[src/rtl/sdram_pkg.sv]
// Shared definitions for the SDRAM command-bus arbiter: command encodings,
// arbiter state encoding, default bus widths and the grant priority helper.
package sdram_pkg;

  localparam int ADDR_W_DEF = 13;
  localparam int BA_W_DEF   = 2;

  // {cs_n, ras_n, cas_n, we_n}
  localparam logic [3:0] CMD_MREG      = 4'b0000;
  localparam logic [3:0] CMD_AREF      = 4'b0001;
  localparam logic [3:0] CMD_PRECHARGE = 4'b0010;
  localparam logic [3:0] CMD_ACTIVE    = 4'b0011;
  localparam logic [3:0] CMD_WRITE     = 4'b0100;
  localparam logic [3:0] CMD_READ      = 4'b0101;
  localparam logic [3:0] CMD_BSTOP     = 4'b0110;
  localparam logic [3:0] CMD_NOP       = 4'b0111;

  typedef enum logic [2:0] {
    ST_IDLE  = 3'd0,
    ST_ARBIT = 3'd1,
    ST_AREF  = 3'd2,
    ST_WRITE = 3'd3,
    ST_READ  = 3'd4
  } arb_state_t;

  typedef enum logic [1:0] {
    GNT_NONE  = 2'd0,
    GNT_AREF  = 2'd1,
    GNT_WRITE = 2'd2,
    GNT_READ  = 2'd3
  } grant_t;

  // Refresh always wins; write beats read unless wr_first is low and a read
  // is also waiting (wr_first is tied high when fairness is compiled out).
  function automatic grant_t pick_grant(input logic aref, input logic wr,
                                        input logic rd, input logic wr_first);
    grant_t g;
    g = GNT_NONE;
    if (aref)
      g = GNT_AREF;
    else if (wr && (!rd || wr_first))
      g = GNT_WRITE;
    else if (rd)
      g = GNT_READ;
    return g;
  endfunction

endpackage

[src/rtl/sdram_arbit_if.sv]
// Engine-side and SDRAM-pin-side signals of the command-bus arbiter.
// slave: the arbiter; master: the engines / environment driving it.
interface sdram_arbit_if
  import sdram_pkg::*;
#(
  parameter int ADDR_W = ADDR_W_DEF,
  parameter int BA_W   = BA_W_DEF
) ();

  logic              init_end;
  logic [3:0]        init_cmd;
  logic [BA_W-1:0]   init_ba;
  logic [ADDR_W-1:0] init_addr;

  logic              aref_req;
  logic              aref_end;
  logic [3:0]        aref_cmd;
  logic [BA_W-1:0]   aref_ba;
  logic [ADDR_W-1:0] aref_addr;

  logic              wr_req;
  logic              wr_end;
  logic [3:0]        wr_cmd;
  logic [BA_W-1:0]   wr_ba;
  logic [ADDR_W-1:0] wr_addr;

  logic              rd_req;
  logic              rd_end;
  logic [3:0]        rd_cmd;
  logic [BA_W-1:0]   rd_ba;
  logic [ADDR_W-1:0] rd_addr;

  logic              aref_en;
  logic              wr_en;
  logic              rd_en;
  logic              sdram_cke;
  logic [3:0]        sdram_cmd;
  logic [BA_W-1:0]   sdram_ba;
  logic [ADDR_W-1:0] sdram_addr;
  logic              op_timeout;

  modport slave (
    input  init_end, init_cmd, init_ba, init_addr,
    input  aref_req, aref_end, aref_cmd, aref_ba, aref_addr,
    input  wr_req, wr_end, wr_cmd, wr_ba, wr_addr,
    input  rd_req, rd_end, rd_cmd, rd_ba, rd_addr,
    output aref_en, wr_en, rd_en,
    output sdram_cke, sdram_cmd, sdram_ba, sdram_addr, op_timeout
  );

  modport master (
    output init_end, init_cmd, init_ba, init_addr,
    output aref_req, aref_end, aref_cmd, aref_ba, aref_addr,
    output wr_req, wr_end, wr_cmd, wr_ba, wr_addr,
    output rd_req, rd_end, rd_cmd, rd_ba, rd_addr,
    input  aref_en, wr_en, rd_en,
    input  sdram_cke, sdram_cmd, sdram_ba, sdram_addr, op_timeout
  );

endinterface

[src/rtl/sdram_arbit_timer.sv]
// Operation watchdog: clear/enable counter with a terminal-count flag that
// fires on the last allowed cycle of an operation (count == OP_TIMEOUT-1).
module sdram_arbit_timer #(
  parameter int OP_TIMEOUT = 1023,
  localparam int CNT_W     = $clog2(OP_TIMEOUT + 1)
) (
  input  logic i_sysclk,
  input  logic i_sysrst_n,
  input  logic clr,
  input  logic en,
  output logic tc
);

  localparam logic [CNT_W-1:0] TC_VAL = CNT_W'(OP_TIMEOUT - 1);

  logic [CNT_W-1:0] count_reg;

  // Count cycles while enabled; held at zero whenever cleared.
  always_ff @(posedge i_sysclk) begin
    if (!i_sysrst_n || clr)
      count_reg <= '0;
    else if (en)
      count_reg <= count_reg + CNT_W'(1);
  end

  assign tc = en && (count_reg == TC_VAL);

endmodule

[src/rtl/sdram_arbit.sv]
// SDRAM command-bus arbiter: muxes the init, refresh, write and read engines
// onto the SDRAM pins with priority refresh > write > read and a watchdog
// that aborts any operation lasting OP_TIMEOUT cycles.
// Optional: define SDRAM_ARBIT_FAIR_EN to alternate write/read when both wait.
module sdram_arbit
  import sdram_pkg::*;
#(
  parameter int ADDR_W     = ADDR_W_DEF,
  parameter int BA_W       = BA_W_DEF,
  parameter int OP_TIMEOUT = 1023
) (
  input  logic          i_sysclk,
  input  logic          i_sysrst_n,
  sdram_arbit_if.slave  bus
);

  arb_state_t        state_reg;
  logic              aref_en_reg;
  logic              wr_en_reg;
  logic              rd_en_reg;
  logic              op_timeout_reg;

  logic              op_active;
  logic              end_match;
  logic              timer_tc;
  logic              wr_first;
  grant_t            grant;

  logic [3:0]        cmd_mux;
  logic [BA_W-1:0]   ba_mux;
  logic [ADDR_W-1:0] addr_mux;

`ifdef SDRAM_ARBIT_FAIR_EN
  logic last_wr_reg;
  assign wr_first = ~last_wr_reg;
`else
  assign wr_first = 1'b1;
`endif

  assign op_active = (state_reg == ST_AREF) || (state_reg == ST_WRITE) ||
                     (state_reg == ST_READ);
  assign grant     = pick_grant(bus.aref_req, bus.wr_req, bus.rd_req, wr_first);

  // Timer is held at zero outside op states, so it starts from 0 on entry.
  sdram_arbit_timer #(
    .OP_TIMEOUT (OP_TIMEOUT)
  ) u_timer (
    .i_sysclk   (i_sysclk),
    .i_sysrst_n (i_sysrst_n),
    .clr        (~op_active),
    .en         (op_active),
    .tc         (timer_tc)
  );

  // Only the active engine's done pulse ends the current operation.
  always_comb begin
    end_match = 1'b0;
    case (state_reg)
      ST_AREF:  end_match = bus.aref_end;
      ST_WRITE: end_match = bus.wr_end;
      ST_READ:  end_match = bus.rd_end;
      default:  end_match = 1'b0;
    endcase
  end

  // Arbiter FSM with registered one-cycle grants and the sticky timeout flag.
  always_ff @(posedge i_sysclk) begin
    if (!i_sysrst_n) begin
      state_reg      <= ST_IDLE;
      aref_en_reg    <= 1'b0;
      wr_en_reg      <= 1'b0;
      rd_en_reg      <= 1'b0;
      op_timeout_reg <= 1'b0;
`ifdef SDRAM_ARBIT_FAIR_EN
      last_wr_reg    <= 1'b0;
`endif
    end else begin
      aref_en_reg <= 1'b0;
      wr_en_reg   <= 1'b0;
      rd_en_reg   <= 1'b0;
      case (state_reg)
        ST_IDLE: begin
          if (bus.init_end)
            state_reg <= ST_ARBIT;
        end
        ST_ARBIT: begin
          case (grant)
            GNT_AREF: begin
              state_reg   <= ST_AREF;
              aref_en_reg <= 1'b1;
            end
            GNT_WRITE: begin
              state_reg <= ST_WRITE;
              wr_en_reg <= 1'b1;
`ifdef SDRAM_ARBIT_FAIR_EN
              last_wr_reg <= 1'b1;
`endif
            end
            GNT_READ: begin
              state_reg <= ST_READ;
              rd_en_reg <= 1'b1;
`ifdef SDRAM_ARBIT_FAIR_EN
              last_wr_reg <= 1'b0;
`endif
            end
            default: ;
          endcase
        end
        ST_AREF, ST_WRITE, ST_READ: begin
          // A done pulse on the terminal cycle is a normal finish.
          if (end_match) begin
            state_reg <= ST_ARBIT;
          end else if (timer_tc) begin
            state_reg      <= ST_ARBIT;
            op_timeout_reg <= 1'b1;
          end
        end
        default: state_reg <= ST_IDLE;
      endcase
    end
  end

  // Pin mux: init engine while idle, the owning engine during an op, NOP otherwise.
  always_comb begin
    cmd_mux  = CMD_NOP;
    ba_mux   = '0;
    addr_mux = '0;
    case (state_reg)
      ST_IDLE: begin
        cmd_mux  = bus.init_cmd;
        ba_mux   = bus.init_ba;
        addr_mux = bus.init_addr;
      end
      ST_AREF: begin
        cmd_mux  = bus.aref_cmd;
        ba_mux   = bus.aref_ba;
        addr_mux = bus.aref_addr;
      end
      ST_WRITE: begin
        cmd_mux  = bus.wr_cmd;
        ba_mux   = bus.wr_ba;
        addr_mux = bus.wr_addr;
      end
      ST_READ: begin
        cmd_mux  = bus.rd_cmd;
        ba_mux   = bus.rd_ba;
        addr_mux = bus.rd_addr;
      end
      default: begin
        cmd_mux  = CMD_NOP;
        ba_mux   = '0;
        addr_mux = '0;
      end
    endcase
  end

  assign bus.aref_en    = aref_en_reg;
  assign bus.wr_en      = wr_en_reg;
  assign bus.rd_en      = rd_en_reg;
  assign bus.op_timeout = op_timeout_reg;
  assign bus.sdram_cke  = 1'b1;
  assign bus.sdram_cmd  = cmd_mux;
  assign bus.sdram_ba   = ba_mux;
  assign bus.sdram_addr = addr_mux;

endmodule
[src/flat_wrapper.sv]
// flat-port wrapper written by rule: the top's interface ports become plain ports
module sdram_arbit_flat import sdram_pkg::*;
#(
  parameter int ADDR_W     = ADDR_W_DEF,
  parameter int BA_W       = BA_W_DEF,
  parameter int OP_TIMEOUT = 1023
)
  (i_sysclk, i_sysrst_n, bus_init_end, bus_init_cmd, bus_init_ba, bus_init_addr, bus_aref_req, bus_aref_end, bus_aref_cmd, bus_aref_ba, bus_aref_addr, bus_wr_req, bus_wr_end, bus_wr_cmd, bus_wr_ba, bus_wr_addr, bus_rd_req, bus_rd_end, bus_rd_cmd, bus_rd_ba, bus_rd_addr, bus_aref_en, bus_wr_en, bus_rd_en, bus_sdram_cke, bus_sdram_cmd, bus_sdram_ba, bus_sdram_addr, bus_op_timeout);
  sdram_arbit_if #(.ADDR_W(ADDR_W), .BA_W(BA_W)) bus_i ();
  input  logic i_sysclk;
  input  logic i_sysrst_n;
  input wire logic [$bits(bus_i.init_end)-1:0] bus_init_end;
  input wire logic [$bits(bus_i.init_cmd)-1:0] bus_init_cmd;
  input wire logic [$bits(bus_i.init_ba)-1:0] bus_init_ba;
  input wire logic [$bits(bus_i.init_addr)-1:0] bus_init_addr;
  input wire logic [$bits(bus_i.aref_req)-1:0] bus_aref_req;
  input wire logic [$bits(bus_i.aref_end)-1:0] bus_aref_end;
  input wire logic [$bits(bus_i.aref_cmd)-1:0] bus_aref_cmd;
  input wire logic [$bits(bus_i.aref_ba)-1:0] bus_aref_ba;
  input wire logic [$bits(bus_i.aref_addr)-1:0] bus_aref_addr;
  input wire logic [$bits(bus_i.wr_req)-1:0] bus_wr_req;
  input wire logic [$bits(bus_i.wr_end)-1:0] bus_wr_end;
  input wire logic [$bits(bus_i.wr_cmd)-1:0] bus_wr_cmd;
  input wire logic [$bits(bus_i.wr_ba)-1:0] bus_wr_ba;
  input wire logic [$bits(bus_i.wr_addr)-1:0] bus_wr_addr;
  input wire logic [$bits(bus_i.rd_req)-1:0] bus_rd_req;
  input wire logic [$bits(bus_i.rd_end)-1:0] bus_rd_end;
  input wire logic [$bits(bus_i.rd_cmd)-1:0] bus_rd_cmd;
  input wire logic [$bits(bus_i.rd_ba)-1:0] bus_rd_ba;
  input wire logic [$bits(bus_i.rd_addr)-1:0] bus_rd_addr;
  output wire logic [$bits(bus_i.aref_en)-1:0] bus_aref_en;
  output wire logic [$bits(bus_i.wr_en)-1:0] bus_wr_en;
  output wire logic [$bits(bus_i.rd_en)-1:0] bus_rd_en;
  output wire logic [$bits(bus_i.sdram_cke)-1:0] bus_sdram_cke;
  output wire logic [$bits(bus_i.sdram_cmd)-1:0] bus_sdram_cmd;
  output wire logic [$bits(bus_i.sdram_ba)-1:0] bus_sdram_ba;
  output wire logic [$bits(bus_i.sdram_addr)-1:0] bus_sdram_addr;
  output wire logic [$bits(bus_i.op_timeout)-1:0] bus_op_timeout;
  assign bus_i.init_end = bus_init_end;
  assign bus_i.init_cmd = bus_init_cmd;
  assign bus_i.init_ba = bus_init_ba;
  assign bus_i.init_addr = bus_init_addr;
  assign bus_i.aref_req = bus_aref_req;
  assign bus_i.aref_end = bus_aref_end;
  assign bus_i.aref_cmd = bus_aref_cmd;
  assign bus_i.aref_ba = bus_aref_ba;
  assign bus_i.aref_addr = bus_aref_addr;
  assign bus_i.wr_req = bus_wr_req;
  assign bus_i.wr_end = bus_wr_end;
  assign bus_i.wr_cmd = bus_wr_cmd;
  assign bus_i.wr_ba = bus_wr_ba;
  assign bus_i.wr_addr = bus_wr_addr;
  assign bus_i.rd_req = bus_rd_req;
  assign bus_i.rd_end = bus_rd_end;
  assign bus_i.rd_cmd = bus_rd_cmd;
  assign bus_i.rd_ba = bus_rd_ba;
  assign bus_i.rd_addr = bus_rd_addr;
  assign bus_aref_en = bus_i.aref_en;
  assign bus_wr_en = bus_i.wr_en;
  assign bus_rd_en = bus_i.rd_en;
  assign bus_sdram_cke = bus_i.sdram_cke;
  assign bus_sdram_cmd = bus_i.sdram_cmd;
  assign bus_sdram_ba = bus_i.sdram_ba;
  assign bus_sdram_addr = bus_i.sdram_addr;
  assign bus_op_timeout = bus_i.op_timeout;
  sdram_arbit #(.ADDR_W(ADDR_W), .BA_W(BA_W), .OP_TIMEOUT(OP_TIMEOUT)) u_core (.i_sysclk(i_sysclk), .i_sysrst_n(i_sysrst_n), .bus(bus_i));
endmodule
[config.mk]
export PLATFORM = sky130hd
export DESIGN_NAME = sdram_arbit_flat
export DESIGN_NICKNAME = d
export VERILOG_FILES = /design/src/rtl/sdram_pkg.sv /design/src/rtl/sdram_arbit_if.sv /design/src/rtl/sdram_arbit_timer.sv /design/src/rtl/sdram_arbit.sv /design/src/flat_wrapper.sv
export SDC_FILE = /design/constraint.sdc
export NUM_CORES = 1
export LEC_CHECK = 0
export BUFFER_PORTS_ARGS = -buffer_cell sky130_fd_sc_hd__buf_2
export CORE_MARGIN = 1
export CORE_UTILIZATION = 41
export CTS_BUF_LIST = sky130_fd_sc_hd__clkbuf_4
export CTS_CLUSTER_SIZE = 40
export DETAILED_ROUTE_END_ITERATION = 7
export GPL_TIMING_DRIVEN = 0
export PLACE_DENSITY_LB_ADDON = 0.12
export SYNTH_ARGS = -nofsm -noshare
export SYNTH_HDL_FRONTEND = slang
export SYNTH_SLANG_ARGS = --single-unit
[constraint.sdc]
create_clock -name i_sysclk -period 1.6 [get_ports i_sysclk]
set_input_delay 0.4 -clock i_sysclk [delete_from_list [all_inputs] [get_ports i_sysclk]]
set_output_delay 0.4 -clock i_sysclk [all_outputs]
set_load 0.005 [all_outputs]
==> flow_metrics.env, run 1 <==
export IMPL_status="finished with violations"
export IMPL_violations="setup timing"
export IMPL_vias_per_cell=4.85
export IMPL_cp_max_fo=10
export IMPL_cts_tree="built"
export IMPL_grt_usage_pct=20.2
export IMPL_fin_setup_tns_ps=-5530
export IMPL_drt_total_wl_mm=3.94
export IMPL_finalClockSkew_ps=1.65
export IMPL_ys_ff_latch=17
export IMPL_insertion_delay_ps=280
export IMPL_netlist_area_mm2=0.00138
export IMPL_final_util_pct=68.5
export IMPL_pwr_density_cell_mw_per_mm2=958
export IMPL_maxCapViolCount=0
export IMPL_dp_cells=347
export IMPL_clk_transition_reported_paths_ps=90
export IMPL_start_kind="flip-flop"
export IMPL_cts_sinks=17
export IMPL_drt_iter0_markers=55
export IMPL_hold_violations=0
export IMPL_ys_top_cells_by_area="dfxtp_1 25%, mux2i_1 12%, nor2_1 9.5%"
export IMPL_vdd_drop_max_uv=688
export IMPL_grt_pass1_wl_mm=5.60
export IMPL_drv_slew=0
export IMPL_syn_instance_count=196
export IMPL_cts_buffers=3
export IMPL_grt_pass1_vias=1335
export IMPL_ys_warn_count=0
export IMPL_antenna_found_initial=0
export IMPL_max_freq_mhz=528
export IMPL_vias=1716
export IMPL_synth_avg_cell_area_um2=7.02
export IMPL_fin_crit_sh_pct=118
export IMPL_ctsHtreeMaxLevel=1
export IMPL_largest_reg_flops=10
export IMPL_met3_wirelength_um=232
export IMPL_synth_top_area_share_pct=24.7
export IMPL_final_cells=354
export IMPL_drtPass1Iterations=4
export IMPL_wl_met2_mm=2.00
export IMPL_die_y_um=59.9
export IMPL_yosysSeqAreaShare_pct=24.7
export IMPL_yosysTopAreaCell="dfxtp_1"
export IMPL_required_ps=1200
export IMPL_cp_arrival_ps=1500
export IMPL_synth_cell_type_count=38
export IMPL_io_buffer_count=107
export IMPL_finalSetupViolCount=23
export IMPL_worstSetupPathType="reg2out"
export IMPL_cts_buffer_depth=2
export IMPL_antenna_left=0
export IMPL_root_buffer="clkbuf_4"
export IMPL_wl_per_cell_um=11.1
export IMPL_overflow=0
export IMPL_die_w_um=59.9
export IMPL_areaGrowthSynthToFinish_pct=55.6
export IMPL_routed_top_layer="met4"
export IMPL_drc=0
export IMPL_nNetsFinal=398
export IMPL_finalWeightedCongestion=0.873
export IMPL_wl_met1_mm=1.70
export IMPL_synthesis_nets=283
export IMPL_min_period_ps=1900
export IMPL_pin_count=109
export IMPL_p_total_mw=2.05
export IMPL_grt_start_max_net_pins=11
export IMPL_crit_path_end_kind="output port"
export IMPL_setup_ws_ps=-295
export IMPL_std_cell_rows=20
export IMPL_hold_path_class="in2reg"
export IMPL_rsz0062_at_grt="yes"
export IMPL_diodes=0
export IMPL_start_util_pct=44.0
export IMPL_dp_hpwl_mm=3.18
export IMPL_core_area_mm2=0.00313
export IMPL_hold_buffers=0
export IMPL_fp_dieArea_mm2=0.00359
export IMPL_p_leak_nw=0.998
export IMPL_dp_slack_ps=-368
export IMPL_layout_drive_gt1_share_pct=45.8
cell usage after synthesis:
library cell,instances
nand4_1,1
o21a_1,2
o32ai_1,1
nand3_1,4
dfxtp_1,17
a21boi_2,1
conb_1,1
o31ai_2,1
o22ai_1,4
inv_1,3
ha_1,2
nand3b_1,1
a21oi_1,20
xor2_1,4
nand2b_1,4
buf_6,1
o21ai_0,16
a21oi_2,1
or3b_1,2
nand2_1,25
nor2b_1,2
a31oi_1,1
mux2i_1,17
nor3_1,3
buf_2,3
and3_1,2
buf_4,3
nor3b_1,1
nor2_1,35
and4_1,1
xnor2_1,4
and2_1,1
inv_2,1
clkbuf_1,5
a31o_1,1
nor4_1,1
buf_1,1
mux2_2,3
cell usage in the layout (no fill, tap or decap), types with 3 or more instances in the layout:
master    count
buf_2       108
nor2_1       34
nand2_1      25
a21oi_1      20
mux2i_1      16
dfxtp_1      15
o21ai_1      13
buf_4         7
clkbuf_4      6
nand3_1       4
xor2_1        4
xnor2_1       4
inv_1         3
nand2b_1      3
mux2_4        3
o22ai_2       3
o21ai_0       3
nor3_1        3
worst max-delay path: stages, from the launching register on:
cell and delay (ps):
dfxtp_2 360, buf_6 130, buf_12 140, mux2i_2 220, nor2_1 60, a21oi_1 110
o21ai_1 60, buf_2 130
cell families after synthesis:
kind of cell             count (synthesis)  share of synthesized area (%)
AO/OA/AOI/OAI                           48                           20.1
XOR/XNOR                                 8                           5.09
adder cells (fa/ha/maj)                  2                           1.82
buffers and inverters                   17                           6.27
flip-flops                              17                           24.7
multiplexers                            20                           14.8
other                                    1                          0.272
AND/OR/NAND/NOR                         83                           26.9
path summary, 6_finish.rpt:
path,from,to,slack (ps),depth (start not counted)
max,u_core.state_reg[1],bus_sdram_addr[0],-300,7
min,bus_aref_req,u_core.bus.wr_en,300,2
max reg2reg,u_core.state_reg[1],u_core.state_reg[1],-170,8
min reg2reg,u_core.u_timer.count_reg[0],u_core.u_timer.count_reg[0],480,1
area by class of cell:
type | instances | area (um2)
multi-input combinational | 162 | 1010
sequential | 17 | 343
fill | 280 | 986
timing repair buffer | 111 | 586
buffer | 12 | 108
inverter | 4 | 15.0
clock buffer | 4 | 30.0
tap | 44 | 55.1
repair_timing:
action	4_1_cts	5_1_grt
setup endpoints to repair	20	25
pin swaps	5	8
resized for setup	29	17
setup buffers	2	2
cloned	0	0
power by group:
part           switching (mW)  internal, mW
sequential             0.0362         0.463
clock                   0.126         0.114
combinational           0.631         0.682
total                   0.794          1.26
stage by stage:
step                      hold WS [ps]  instance area, um2
after floorplan                    437                1380
after global placement             455                1970
after detailed placement           465                1970
after CTS                          296                2060
after global routing               303                2140
final                              301                2140
layer usage:
| layer | vias to the layer above | track usage (%) |
|---|---|---|
| met4 | 0 | 3.99 |
| met5 | - | 0 |
| met1 | 753 | 24.2 |
| met2 | 64 | 36.5 |
| li1 | 897 | - |
| met3 | 2 | 4.76 |
Note: power is estimated with default switching activity, not from simulation.
==> run 2: changes to the inputs <==
==> constraint.sdc (replaced) <==
create_clock -name i_sysclk -period 1.6 [get_ports i_sysclk]
set_input_delay 0.4 -clock i_sysclk [delete_from_list [all_inputs] [get_ports i_sysclk]]
set_output_delay 0.4 -clock i_sysclk [all_outputs]
set_load 0.05 [all_outputs]
==> flow_metrics.env, run 2 (synthesized netlist as in run 1, its figures left out) <==
export IMPL_status="finished with violations"
export IMPL_violations="setup timing"
export IMPL_drt_iter0_markers=38
export IMPL_min_period_ps=2020
export IMPL_fin_crit_sh_pct=126
export IMPL_overflow=0
export IMPL_hold_violations=0
export IMPL_dp_cells=347
export IMPL_cp_arrival_ps=1620
export IMPL_finalWeightedCongestion=0.868
export IMPL_drv_slew=0
export IMPL_hold_path_class="in2reg"
export IMPL_drtPass1Iterations=4
export IMPL_p_total_mw=3.66
export IMPL_clk_transition_reported_paths_ps=100
export IMPL_vdd_drop_max_uv=1120
export IMPL_layout_drive_gt1_share_pct=58.6
export IMPL_antenna_left=0
export IMPL_diodes=0
export IMPL_cts_sinks=17
export IMPL_vias=1783
export IMPL_finalClockSkew_ps=1.08
export IMPL_setup_ws_ps=-423
export IMPL_pin_count=109
export IMPL_final_util_pct=82.8
export IMPL_areaGrowthSynthToFinish_pct=88.1
export IMPL_largest_reg_flops=10
export IMPL_slew_headroom_pct=62.5
export IMPL_ctsHtreeMaxLevel=1
export IMPL_core_area_mm2=0.00313
export IMPL_nNetsFinal=397
export IMPL_grt_usage_pct=24.5
export IMPL_nFillCells=188
export IMPL_place_area_mm2=0.00227
export IMPL_dp_hpwl_mm=3.26
export IMPL_io_buffer_count=107
export IMPL_start_kind="flip-flop"
export IMPL_fin_setup_tns_ps=-7770
export IMPL_layout_common_cells="89 x buf_2, 33 x nor2_1, 25 x nand2_1"
export IMPL_cts_buffer_depth=2
export IMPL_cts_tree="built"
export IMPL_crit_path_end_kind="output port"
export IMPL_die_y_um=59.9
export IMPL_grt_pass1_wl_mm=6.73
export IMPL_drt_total_wl_mm=4.59
export IMPL_cp_max_fo=10
export IMPL_antenna_found_initial=0
export IMPL_worstSetupPathType="reg2out"
export IMPL_max_freq_mhz=494
export IMPL_whs_ps=306
export IMPL_layout_commonest_cell="buf_2"
export IMPL_finalSetupViolCount=23
export IMPL_final_cells=353
export IMPL_fp_dieArea_mm2=0.00359
export IMPL_start_util_pct=44.0
export IMPL_dp_slack_ps=-392
export IMPL_tightest_slew_ps=562
export IMPL_design_area_mm2=0.00259
export IMPL_die_w_um=59.9
export IMPL_rsz0062_at_grt="yes"
export IMPL_grt_start_max_net_pins=11
export IMPL_maxCapViolCount=0
export IMPL_vias_per_cell=5.05
export IMPL_root_buffer="clkbuf_4"
export IMPL_drc=0
export IMPL_grt_pass1_vias=1710
export IMPL_pwr_density_cell_mw_per_mm2=1410
export IMPL_insertion_delay_ps=290
export IMPL_required_ps=1200
export IMPL_wl_per_cell_um=13.0
export IMPL_cts_buffers=3
export IMPL_std_cell_rows=20
export IMPL_p_leak_nw=1.09
## run 2: cell types whose count changed in the layout (fill, tap and decap cells not counted), moves of 13 or more
cell and change:
buf_6 +20, a21oi_1 -19, buf_2 -19, o21ai_4 +16, a21oi_2 +15, o21ai_1 -13
## run 2: path summary, 6_finish.rpt
path,start,end,slack (ps),cells past startpoint
setup / recovery,u_core.state_reg[1],bus_sdram_addr[2],-420,7
hold / removal,bus_aref_req,u_core.bus.wr_en,310,2
setup reg to reg,u_core.state_reg[1],u_core.state_reg[1],-150,7
hold reg to reg,u_core.u_timer.count_reg[0],u_core.u_timer.count_reg[0],480,1
## run 2: layout make-up
class,instances,area (um2),area share [%]
multi-input combinational,162,1330,51.5
clock buffer,3,22.5,0.870
tap,44,55.1,2.13
timing repair buffer,110,677,26.1
buffer,12,134,5.17
clock inverter,1,5.00,0.193
inverter,4,15.0,0.580
sequential,17,347,13.4
## run 2: what timing repair did
action                     4_1_cts  5_1_grt
pin swaps                       19       14
buffers inserted                 2        1
setup endpoints to repair       20       34
gates resized for setup         58       16
hold buffers                     0        0
## run 2: worst max-delay path, cell delays in order, from the launching register on
cell	delay, ps
dfxtp_4	380
buf_8	130
buf_12	140
mux2i_1	200
nor2_1	80
a21oi_2	170
o21ai_4	60
buf_6	170
## run 2: layer usage
layer | track usage [%] | vias to the layer above | wire length (um)
li1 | - | 896 | -
met3 | 5.41 | 6 | 311
met5 | 0 | - | 0
met4 | 3.65 | 0 | 67
met2 | 49.2 | 84 | 2450
met1 | 26.0 | 797 | 1760
## run 2: report_power, final
group / total (mW) / switching, mW / internal [mW]
logic: 2.93 / 1.77 / 1.16
clock network: 0.231 / 0.138 / 0.0930
registers: 0.502 / 0.0363 / 0.465
total: 3.66 / 1.95 / 1.72
==> run 3: changes to the inputs <==
--- a/config.mk
+++ b/config.mk
@@ -13,6 +13,7 @@
 export DETAILED_ROUTE_END_ITERATION = 7
 export GPL_TIMING_DRIVEN = 0
 export PLACE_DENSITY_LB_ADDON = 0.12
+export SKIP_CTS_REPAIR_TIMING = 1
 export SYNTH_ARGS = -nofsm -noshare
 export SYNTH_HDL_FRONTEND = slang
 export SYNTH_SLANG_ARGS = --single-unit
==> flow_metrics.env, run 3 (synthesized netlist as in run 1, its figures left out) <==
export IMPL_core_area_mm2=0.00313
export IMPL_cp_arrival_ps=1710
export IMPL_start_kind="flip-flop"
export IMPL_drv_slew=0
export IMPL_critPathTopFamily="buffers and inverters"
export IMPL_violations="setup timing"
export IMPL_ff2ff_path_depth=7
export IMPL_vias_per_cell=5.12
export IMPL_crit_chain="buf_12, clkbuf_16, mux2i_1, nor2_1, a21oi_2, o21ai_4, buf_6"
export IMPL_layout_common_cells="89 x buf_2, 34 x nor2_1, 25 x nand2_1"
export IMPL_root_buffer="clkbuf_4"
export IMPL_min_period_ps=2110
export IMPL_fin_setup_tns_ps=-7910
export IMPL_r2r_start="u_core.state_reg[1]"
export IMPL_std_cell_rows=20
export IMPL_finalWeightedCongestion=0.868
export IMPL_hold_violations=0
export IMPL_critPathBufInv=3
export IMPL_grt_usage_pct=21.5
export IMPL_hold_path_class="in2reg"
export IMPL_largest_reg_flops=10
export IMPL_cts_sinks=17
export IMPL_fp_dieArea_mm2=0.00359
export IMPL_min_path_cells=2
export IMPL_max_freq_mhz=474
export IMPL_register_area_um2=345
export IMPL_vdd_drop_max_uv=888
export IMPL_maxCapViolCount=0
export IMPL_drt_iter0_markers=70
export IMPL_pwr_density_cell_mw_per_mm2=1420
export IMPL_p_total_mw=3.82
export IMPL_worstSetupPathType="reg2out"
export IMPL_grt_pass1_vias=1504
export IMPL_finalClockSkew_ps=3.42
export IMPL_fin_crit_sh_pct=132
export IMPL_dp_slack_ps=-392
export IMPL_finalSetupViolCount=24
export IMPL_final_cells=361
export IMPL_start_util_pct=44.0
export IMPL_whs_ps=297
export IMPL_vias=1850
export IMPL_areaGrowthSynthToFinish_pct=95.5
export IMPL_crit_path_end_kind="output port"
export IMPL_pin_count=109
export IMPL_min_from="bus_aref_req"
export IMPL_slowest_stage="dfxtp_4"
export IMPL_drtPass1Iterations=4
export IMPL_nNetsFinal=405
export IMPL_drt_total_wl_mm=4.89
export IMPL_grt_start_max_net_pins=11
export IMPL_clk_transition_reported_paths_ps=90
export IMPL_insertion_delay_ps=290
export IMPL_overflow=0
export IMPL_cp_max_fo=7
export IMPL_dp_cells=347
export IMPL_die_w_um=59.9
export IMPL_cts_tree="built"
export IMPL_drc=0
export IMPL_status="finished with violations"
export IMPL_wl_per_cell_um=13.5
export IMPL_max_stage_delay_ps=390
export IMPL_nFillCells=169
export IMPL_cts_buffer_depth=2
export IMPL_io_buffer_count=107
export IMPL_p_leak_nw=1.15
export IMPL_ctsHtreeMaxLevel=1
export IMPL_antenna_left=0
export IMPL_cts_buffers=3
export IMPL_slew_headroom_pct=61.5
export IMPL_required_ps=1200
export IMPL_tightest_slew_ps=578
export IMPL_design_area_mm2=0.00269
export IMPL_die_y_um=59.9
export IMPL_multi_input_area_mm2=0.00131
export IMPL_place_area_mm2=0.00227
export IMPL_antenna_found_initial=0
export IMPL_final_util_pct=86.0
export IMPL_grt_pass1_wl_mm=5.95
export IMPL_worst_r2r_setup_slack_ps=-140
export IMPL_hold_path_end="u_core.bus.wr_en"
export IMPL_layout_drive_gt1_share_pct=59.0
export IMPL_setup_ws_ps=-508
export IMPL_rsz0062_at_grt="yes"
export IMPL_diodes=0
export IMPL_reg2reg_to="u_core.state_reg[1]"
export IMPL_layout_commonest_cell="buf_2"
export IMPL_dp_hpwl_mm=3.26
==> run 3: cell count changes in the layout (fill, tap and decap cells not counted), moves of 2 or more <==
cell / previous run / this run
buf_12: 1 / 4
buf_4: 5 / 12
buf_6: 21 / 18
clkbuf_16: 0 / 3
o22ai_2: 0 / 2
o22ai_4: 3 / 1
==> run 3: how the worst max path moves through the flow <==
stage                                   start                  to  slack, ps  depth (start not counted)
after global placement    u_core.state_reg[0]   bus_sdram_addr[3]       -350                          6
after floorplan           u_core.state_reg[1]  bus_sdram_addr[12]         -4                          6
after global routing      u_core.state_reg[1]  bus_sdram_addr[11]       -550                          7
after detailed placement  u_core.state_reg[0]   bus_sdram_addr[3]       -390                          6
after CTS                 u_core.state_reg[0]   bus_sdram_addr[3]       -730                          6
final                     u_core.state_reg[1]  bus_sdram_addr[11]       -510                          7
==> run 3: area by class of cell <==
type / count / area share (%)
Inverter: 4 / 0.558
Multi-Input combinational cell: 162 / 48.8
Sequential cell: 17 / 12.8
Timing Repair Buffer: 118 / 29.7
Clock inverter: 1 / 0.186
Buffer: 12 / 5.11
Tap cell: 44 / 2.05
Clock buffer: 3 / 0.837
==> run 3: power breakdown <==
part / internal (mW) / total [mW] / switching (mW)
registers: 0.465 / 0.507 / 0.0417
clock network: 0.0931 / 0.230 / 0.137
logic: 1.27 / 3.08 / 1.81
total: 1.83 / 3.82 / 1.98
==> run 3: per-layer routing <==
metal	share of wire, %	track usage, %	up-vias
met3	5.7	5.19	6
met2	51	38.6	87
met1	41	26.1	844
met5	0	0	-
li1	-	-	913
met4	1.6	3.65	0
